$ cat config.mk
export PLATFORM = sky130hd
export DESIGN_NAME = edge_pulse_gen
export DESIGN_NICKNAME = d
export VERILOG_FILES = /design/src/rtl/edge_pulse_gen.sv
export SDC_FILE = /design/constraint.sdc
export NUM_CORES = 1
export LEC_CHECK = 0
export CORE_AREA = 2 2 94 96
export DETAILED_ROUTE_END_ITERATION = 10
export DIE_AREA = 0 0 96 98
export GPL_TIMING_DRIVEN = 1
export PLACE_DENSITY = 0.65
export SLEW_MARGIN = 20
export SYNTH_ARGS = -nofsm -noshare
export SYNTH_HDL_FRONTEND = slang
export SYNTH_SLANG_ARGS = --single-unit
$ cat constraint.sdc
create_clock -name clk -period 2.46 [get_ports clk]
set_input_delay 0.615 -clock clk [delete_from_list [all_inputs] [get_ports clk]]
set_output_delay 0.615 -clock clk [all_outputs]
set_load 0.02 [all_outputs]
$ cat src/rtl/edge_pulse_gen.sv
// edge_pulse_gen
// Multi-channel edge-to-pulse generator. Each channel synchronises its level
// input, detects the selected edge and emits a registered strobe of
// max(len,1) cycles. A sticky miss flag records edges that were dropped.
//
// Ports:
//   clk       - single clock, rising edge
//   rst_n     - synchronous active-low reset
//   en        - per-channel level inputs (may be asynchronous)
//   mode      - per-channel edge select, bits [2i+1:2i]: 00 off, 01 rise,
//               10 fall, 11 both
//   len       - shared pulse length in cycles (0 behaves as 1)
//   miss_clr  - clears every miss flag
//   pulse_out - registered pulse per channel
//   miss      - sticky per-channel dropped-edge flag
//
// Parameters:
//   N           - number of channels
//   SYNC_STAGES - synchroniser depth (0 = input already synchronous)
//   CNT_W       - width of len and of each channel's down-counter
//   RETRIG      - 1: an edge during a pulse reloads it; 0: it is dropped

module edge_pulse_gen #(
  parameter int N           = 4,
  parameter int SYNC_STAGES = 2,
  parameter int CNT_W       = 8,
  parameter int RETRIG      = 0
) (
  input  logic             clk,
  input  logic             rst_n,
  input  logic [N-1:0]     en,
  input  logic [2*N-1:0]   mode,
  input  logic [CNT_W-1:0] len,
  input  logic             miss_clr,
  output logic [N-1:0]     pulse_out,
  output logic [N-1:0]     miss
);

  typedef enum logic {IDLE, ACTIVE} state_t;

  logic [N-1:0]     s;
  logic [N-1:0]     prev_q;
  logic [N-1:0]     rise;
  logic [N-1:0]     fall;
  logic [N-1:0]     trig;
  logic [N-1:0]     drop;
  logic [N-1:0]     miss_q;
  logic [N-1:0]     miss_d;
  logic [CNT_W-1:0] load_val;

  state_t           state_q [N];
  state_t           state_d [N];
  logic [CNT_W-1:0] cnt_q   [N];
  logic [CNT_W-1:0] cnt_d   [N];

  // Synchroniser chain; with zero stages the input is used directly.
  generate
    if (SYNC_STAGES == 0) begin : g_nosync
      assign s = en;
    end else begin : g_sync
      logic [N-1:0] sync_q [SYNC_STAGES];

      always_ff @(posedge clk) begin
        if (!rst_n) begin
          for (int k = 0; k < SYNC_STAGES; k++) sync_q[k] <= '0;
        end else begin
          sync_q[0] <= en;
          for (int k = 1; k < SYNC_STAGES; k++) sync_q[k] <= sync_q[k-1];
        end
      end

      assign s = sync_q[SYNC_STAGES-1];
    end
  endgenerate

  // prev tracks s even for channels whose mode is off, so enabling a
  // channel later does not fire on stale history.
  always_ff @(posedge clk) begin
    if (!rst_n) prev_q <= '0;
    else        prev_q <= s;
  end

  assign rise = s & ~prev_q;
  assign fall = ~s & prev_q;

  always_comb begin
    trig = '0;
    for (int i = 0; i < N; i++) begin
      trig[i] = (mode[2*i] & rise[i]) | (mode[2*i+1] & fall[i]);
    end
  end

  // Counter holds the number of high cycles remaining after the current
  // one, so a load of L-1 gives exactly L high cycles.
  assign load_val = (len == '0) ? '0 : (len - CNT_W'(1));

  // Per-channel next-state, counter and miss logic.
  always_comb begin
    drop   = '0;
    miss_d = '0;
    for (int i = 0; i < N; i++) begin
      state_d[i] = state_q[i];
      cnt_d[i]   = cnt_q[i];
      case (state_q[i])
        IDLE: begin
          if (trig[i]) begin
            state_d[i] = ACTIVE;
            cnt_d[i]   = load_val;
          end
        end
        ACTIVE: begin
          if (trig[i] && (RETRIG != 0)) begin
            cnt_d[i] = load_val;
          end else begin
            drop[i] = trig[i];
            if (cnt_q[i] == '0) state_d[i] = IDLE;
            else                cnt_d[i]   = cnt_q[i] - CNT_W'(1);
          end
        end
        default: begin
          state_d[i] = IDLE;
        end
      endcase
      // A drop in the same cycle as a clear leaves the flag set.
      miss_d[i] = drop[i] | (miss_q[i] & ~miss_clr);
    end
  end

  always_ff @(posedge clk) begin
    if (!rst_n) begin
      for (int i = 0; i < N; i++) begin
        state_q[i] <= IDLE;
        cnt_q[i]   <= '0;
      end
      miss_q <= '0;
    end else begin
      for (int i = 0; i < N; i++) begin
        state_q[i] <= state_d[i];
        cnt_q[i]   <= cnt_d[i];
      end
      miss_q <= miss_d;
    end
  end

  // The pulse is the registered ACTIVE state, so it has no combinational
  // path from the inputs.
  always_comb begin
    pulse_out = '0;
    for (int i = 0; i < N; i++) pulse_out[i] = (state_q[i] == ACTIVE);
  end

  assign miss = miss_q;

endmodule

==> results.py, run 1 <==
metrics = {
    "sta": {
        "fin_skew_ns": 0.00905,
        "layout_min_cycle_time_ns": 2.33,
        "tightest_slew_ns": 0.576,
        "maxSlewViolCount": 0,
        "min_period_over_period_pct": 94.7,
        "setup_violations": 0,
        "hold_viol": 0,
        "hold_ws_ns": 0.440,
        "slew_headroom_pct": 61.2,
        "clock.fmax_ghz": 0.429,
        "rsz0062_at_grt": "no",
    },
    "grt": {
        "grt_max_degree": 26,
        "antenna_found_initial": 0,
        "grt_pass1_wl_microns": 11700,
        "overflow": 0,
        "grt_pass1_vias": 2587,
        "grtUsageTotal_pct": 15.7,
    },
    "power_and_ir_drop": {
        "clkPwrFrac_pct": 27.2,
        "leakage_nw": 1.35,
        "power.internal_mw": 1.33,
        "p_comb_share_pct": 23.7,
        "p_total_mw": 1.90,
        "p_sw_share_pct": 30.1,
        "p_seq_share_pct": 49.1,
        "ir_drop_uv": 278,
        "p_switching_mw": 0.573,
        "power_density_nw_per_um2": 538,
    },
    "setup_path": {
        "endpoint_kind": "flip-flop",
        "critPathLaunchType": "input pin",
        "cp_top_family": "buffers and inverters",
        "critPathMaxStageDelay_ns": 0.49,
        "crit_slowest_cell": "or4b_4",
        "crit_required_ns": 2.66,
        "worstSetupPathType": "input pin to flip-flop",
        "cp_cell_sequence": "clkdlybuf4s50_1 > inv_1 > buf_4 > ha_1 > or4b_4 > o21ai_0 > buf_4 > o21ai_0 > a32o_1",
        "worstPathArrival_ns": 2.53,
        "crit_buf_inv": 4,
        "cp_max_fo": 4,
    },
    "floorplan": {
        "die_h_microns": 98,
        "die_x_microns": 96,
        "initial_core_util_pct": 34.0,
        "dieArea_sq_um": 9410,
        "core_area_sq_um": 8470,
        "io_pins": 31,
        "num_rows": 34,
    },
    "logic_synthesis": {
        "ys_warn_count": 0,
        "synth_nets": 388,
        "ys_types": 57,
        "synth_top_area_share_pct": 36.1,
        "async_reset_ff_share_pct": 0,
        "yosysSeqAreaShare_pct": 36.1,
        "synth_top_flop_cell": "dfxtp_1",
        "syn_avg_cell_area_sq_um": 8.11,
        "synth_edf_count": 0,
        "synth_seq_cells": 52,
        "netlist_area_sq_um": 2880,
        "yosysTopAreaCell": "dfxtp_1",
        "syn_inst": 355,
        "synthTopCellsByArea": "dfxtp_1 36%, o21ai_0 5.6%, nand2_1 5.1%",
    },
    "final_layout": {
        "ff_latch_area_sq_um": 1040,
        "area_delta_synth_final_pct": 22.6,
        "drive_gt1_share_pct": 11.8,
        "final_cell_mix": "52 x dfxtp_1, 39 x nand2_1, 32 x o21ai_0, 29 x clkdlybuf4s50_1, 28 x buf_4",
        "num-nets-final": 431,
        "multi_input_area_sq_um": 1680,
        "final_common_cell": "dfxtp_1",
        "n_fill_cell": 839,
        "n_antenna_cell": 0,
    },
    "routing": {
        "route.detailed.drc": 0,
        "wirelength_microns": 7000,
        "drt_iter0_drc": 115,
        "vias": 2706,
        "drtAntennaViolNets": 0,
        "drtPass1Iterations": 4,
        "viasPerCell": 5.34,
        "wl_per_cell_microns": 13.8,
    },
    "clock_network": {
        "cts_num_sinks": 52,
        "cts_resized": 0,
        "cts_inserted_buffers": 5,
        "cts-root-buf": "clkbuf_8",
        "clock_latency_ns": 0.31,
        "htree_levels": 2,
        "path_clk_slew_ns": 0.09,
        "clk_path_buf_depth": 2,
        "cts_setup_buffers": 0,
        "cts_tree": "built",
        "cts_hold_buf": 0,
    },
    "hold_path": {
        "hold_class": "flip-flop to flip-flop",
    },
    "placed_design": {
        "place.gp.congestion": 0.880,
        "port_buffers": 30,
        "post-dp-hpwl_microns": 5110,
    },
    "run": {
        "drv_cap": 0,
    },
    "run_status": {
        "status": "completed",
    },
}
cell usage after synthesis, types with 10 or more instances:
cell      instances
and2_1           14
nor3_1           16
a21oi_1          16
a32o_1           11
o21ai_0          32
nand2_1          39
dfxtp_1          52
inv_1            19
ha_1             10
nor2b_1          10
o22ai_1          10
clkbuf_1         16
nor2_1           22
layout make-up:
cell class / count / share of cell area (%)
Clock inverter: 1 / 0.213
Timing Repair Buffer: 58 / 14.5
Sequential cell: 52 / 29.5
Multi-Input combinational cell: 262 / 47.5
Clock buffer: 7 / 2.45
Tap cell: 108 / 3.83
Inverter: 19 / 2.02
per-layer routing:
metal | wire, microns | track usage (%) | vias to the layer above
met5 | 0 | 0 | -
met4 | 112 | 5.27 | 0
met3 | 321 | 2.85 | 13
met2 | 3410 | 26.2 | 68
met1 | 3160 | 20.2 | 1259
li1 | - | - | 1366
per-stage QoR:
step / setup WS (ns) / area (sq um) / util (%) / cells / setup TNS [ns]
3_5_place_dp: -0.302 / 3420 / 40.4 / 499 / -4.55
3_3_place_gp: -0.232 / 3420 / 40.4 / 499 / -3.52
6_report: 0.131 / 3530 / 41.7 / 507 / 0
5_1_grt: 0.0154 / 3530 / 41.7 / 507 / 0
4_1_cts: 0.0247 / 3510 / 41.5 / 507 / 0
2_1_floorplan: 0.240 / 2880 / - / 355 / 0
power by group through the flow:
| stage | logic (mW) | clock network [mW] | registers (mW) |
|---|---|---|---|
| finish | 0.451 | 0.517 | 0.933 |
| global route | 0.508 | 0.572 | 0.940 |
| CTS | 0.450 | 0.535 | 0.932 |
| detailed placement | 0.447 | 0 | 0.951 |
| global placement | 0.442 | 0 | 0.950 |
| floorplan | 0.302 | 0 | 0.942 |
path summary, 6_finish.rpt:
| kind | from | endpoint | slack [ns] | cells past startpoint |
|---|---|---|---|---|
| max reg2reg | cnt_q[0][4]$_SDFFE_PN0P_ | cnt_q[0][3]$_SDFFE_PN0P_ | 0.57 | 5 |
| min | g_sync.sync_q[0][2]$_SDFF_PN0_ | g_sync.sync_q[0][6]$_SDFF_PN0_ | 0.44 | 1 |
| max | len[0] | cnt_q[0][3]$_SDFFE_PN0P_ | 0.13 | 9 |
| min reg2reg | g_sync.sync_q[0][2]$_SDFF_PN0_ | g_sync.sync_q[0][6]$_SDFF_PN0_ | 0.44 | 1 |
cell families after synthesis:
kind of cell	synth area share [%]
AO/OA/AOI/OAI	26.0
multiplexers	1.74
AND/OR/NAND/NOR	25.1
flip-flops	36.1
buffers and inverters	6.13
XOR/XNOR	0.608
adder cells (fa/ha/maj)	4.34
state kept, by name, summed over array words and instances (netlist names):
register / count
cnt_q: 32
state_q: 4
g_sync.sync_q: 8
prev_q: 4
miss: 4
No activity file was read; power rests on OpenSTA's default activity.
==> inputs of run 2 (changes only) <==
--- a/config.mk
+++ b/config.mk
@@ -8,7 +8,7 @@
 export CORE_AREA = 2 2 94 96
 export DETAILED_ROUTE_END_ITERATION = 10
 export DIE_AREA = 0 0 96 98
-export GPL_TIMING_DRIVEN = 1
+export GPL_TIMING_DRIVEN = 0
 export PLACE_DENSITY = 0.65
 export SLEW_MARGIN = 20
 export SYNTH_ARGS = -nofsm -noshare
==> results.py, run 2 (same netlist as run 1, synthesis figures left out) <==
metrics = {
    "run_status": {
        "status": "completed",
    },
    "final_layout": {
        "num-nets-final": 426,
        "n_antenna_cell": 0,
        "area_delta_synth_final_pct": 19.6,
        "largest_reg_flops": 32,
        "finalNonFillerCells": 501,
        "n_fill_cell": 851,
        "drive_gt1_share_pct": 8.40,
        "reg_top3": "cnt_q: 32 flops, g_sync.sync_q: 8 flops",
        "final_common_cell": "dfxtp_1",
        "final_cell_mix": "52 x dfxtp_1, 39 x nand2_1, 29 x o21ai_0, 26 x clkdlybuf4s50_1, 21 x nor2_1",
        "top_register": "cnt_q",
        "post-route-util_pct": 40.7,
    },
    "clock_network": {
        "clock_latency_ns": 0.31,
        "htree_levels": 2,
        "clk_path_buf_depth": 2,
        "cts_inserted_buffers": 5,
        "path_clk_slew_ns": 0.09,
        "cts_tree": "built",
        "cts_num_sinks": 52,
        "cts-root-buf": "clkbuf_8",
    },
    "floorplan": {
        "initial_core_util_pct": 34.0,
        "die_x_microns": 96,
        "num_rows": 34,
        "die_h_microns": 98,
        "io_pins": 31,
        "core_area_sq_um": 8470,
        "dieArea_sq_um": 9410,
    },
    "sta": {
        "layout_min_cycle_time_ns": 2.35,
        "fin_skew_ns": 0.00840,
        "min_period_over_period_pct": 95.7,
        "slew_headroom_pct": 55.9,
        "tns_ns": 0,
        "setup_violations": 0,
        "rsz0062_at_grt": "no",
        "tightest_slew_ns": 0.644,
        "maxSlewViolCount": 0,
        "clock.fmax_ghz": 0.425,
        "hold_viol": 0,
        "fin_ws_ns": 0.106,
    },
    "power_and_ir_drop": {
        "ir_drop_uv": 253,
        "p_total_mw": 1.86,
        "leakage_nw": 1.28,
        "power_density_nw_per_um2": 539,
    },
    "placed_design": {
        "pre_cts_slack_ns": -0.787,
        "post-dp-hpwl_microns": 5510,
        "place.gp.congestion": 0.836,
        "dp_cells": 492,
        "port_buffers": 29,
    },
    "routing": {
        "drt_iter0_drc": 182,
        "vias": 2771,
        "wirelength_microns": 7770,
        "viasPerCell": 5.53,
        "drtPass1Iterations": 6,
        "drtAntennaViolNets": 0,
        "route.detailed.drc": 0,
        "wl_per_cell_microns": 15.5,
    },
    "setup_path": {
        "worstPathArrival_ns": 2.56,
        "endpoint_kind": "flip-flop",
        "critPathLaunchType": "input pin",
        "crit_required_ns": 2.67,
        "cp_max_fo": 5,
        "worstSetupPathType": "input pin to flip-flop",
    },
    "grt": {
        "grt_max_degree": 15,
        "grt_pass1_vias": 2621,
        "antenna_found_initial": 0,
        "grt_pass1_wl_microns": 12800,
        "grtUsageTotal_pct": 17.2,
        "overflow": 0,
    },
    "hold_path": {
        "hold_class": "flip-flop to flip-flop",
    },
    "run": {
        "drv_cap": 0,
    },
}
==> run 2: timing repair <==
item / CTS / global route
pin swaps: 0 / 0
gates resized for setup: 7 / 11
hold endpoints to repair: 0 / 0
endpoints found under the setup margin: 22 / 26
buffers inserted: 2 / 0
hold buffers: 0 / 0
==> run 2: final cells by class <==
| cell class | count | area (sq um) | area share, % |
|---|---|---|---|
| multi-input combinational | 262 | 1700 | 49.4 |
| sequential | 52 | 1040 | 30.2 |
| timing repair buffer | 31 | 313 | 9.08 |
| buffer | 22 | 105 | 3.05 |
| clock inverter | 1 | 5.00 | 0.145 |
| clock buffer | 6 | 72.6 | 2.11 |
| tap | 108 | 135 | 3.92 |
| inverter | 19 | 71.3 | 2.07 |
==> run 2: worst paths after layout <==
path / start / to / slack [ns] / cells past startpoint
hold / removal: g_sync.sync_q[0][2]$_SDFF_PN0_ / g_sync.sync_q[0][6]$_SDFF_PN0_ / 0.43 / 1
setup / recovery: len[4] / cnt_q[2][7]$_SDFFE_PN0P_ / 0.11 / 6
setup reg to reg: state_q[2]$_DFF_P_ / cnt_q[2][4]$_SDFFE_PN0P_ / 0.56 / 6
hold reg to reg: g_sync.sync_q[0][2]$_SDFF_PN0_ / g_sync.sync_q[0][6]$_SDFF_PN0_ / 0.43 / 1
==> run 2: critical path, stage by stage <==
cell,delay [ns]
clkdlybuf4s50_1,0.54
nor3_1,0.30
nand3_1,0.13
mux2i_1,0.54
o32ai_1,0.21
a32o_1,0.23
==> run 2: metal layers <==
metal	up-vias	track usage, %	part of all wire (%)
li1	1364	-	-
met1	1287	23.8	46
met2	102	27.1	46
met3	18	3.24	6.3
met4	0	5.38	1.5
met5	-	0	0
==> run 2: report_power, final <==
part	total (mW)	leakage, nW	internal (mW)	switching, mW
clock network	0.475	0.0410	0.195	0.281
logic	0.449	0.812	0.192	0.257
registers	0.934	0.424	0.890	0.0443
==> run 2: per-stage QoR <==
stage / hold WS, ns / area (sq um)
2_1_floorplan: 0.412 / 2880
3_3_place_gp: 0.416 / 3310
3_5_place_dp: 0.423 / 3310
4_1_cts: 0.440 / 3420
5_1_grt: 0.454 / 3450
6_report: 0.431 / 3450
==> inputs of run 3 (changes only) <==
--- a/config.mk
+++ b/config.mk
@@ -6,9 +6,9 @@
 export NUM_CORES = 1
 export LEC_CHECK = 0
 export CORE_AREA = 2 2 94 96
+export CTS_CLUSTER_DIAMETER = 50
 export DETAILED_ROUTE_END_ITERATION = 10
 export DIE_AREA = 0 0 96 98
-export GPL_TIMING_DRIVEN = 0
 export PLACE_DENSITY = 0.65
 export SLEW_MARGIN = 20
 export SYNTH_ARGS = -nofsm -noshare
==> results of run 3 <==
No change in the layout: final DEF, timing and power equal those of run 1.
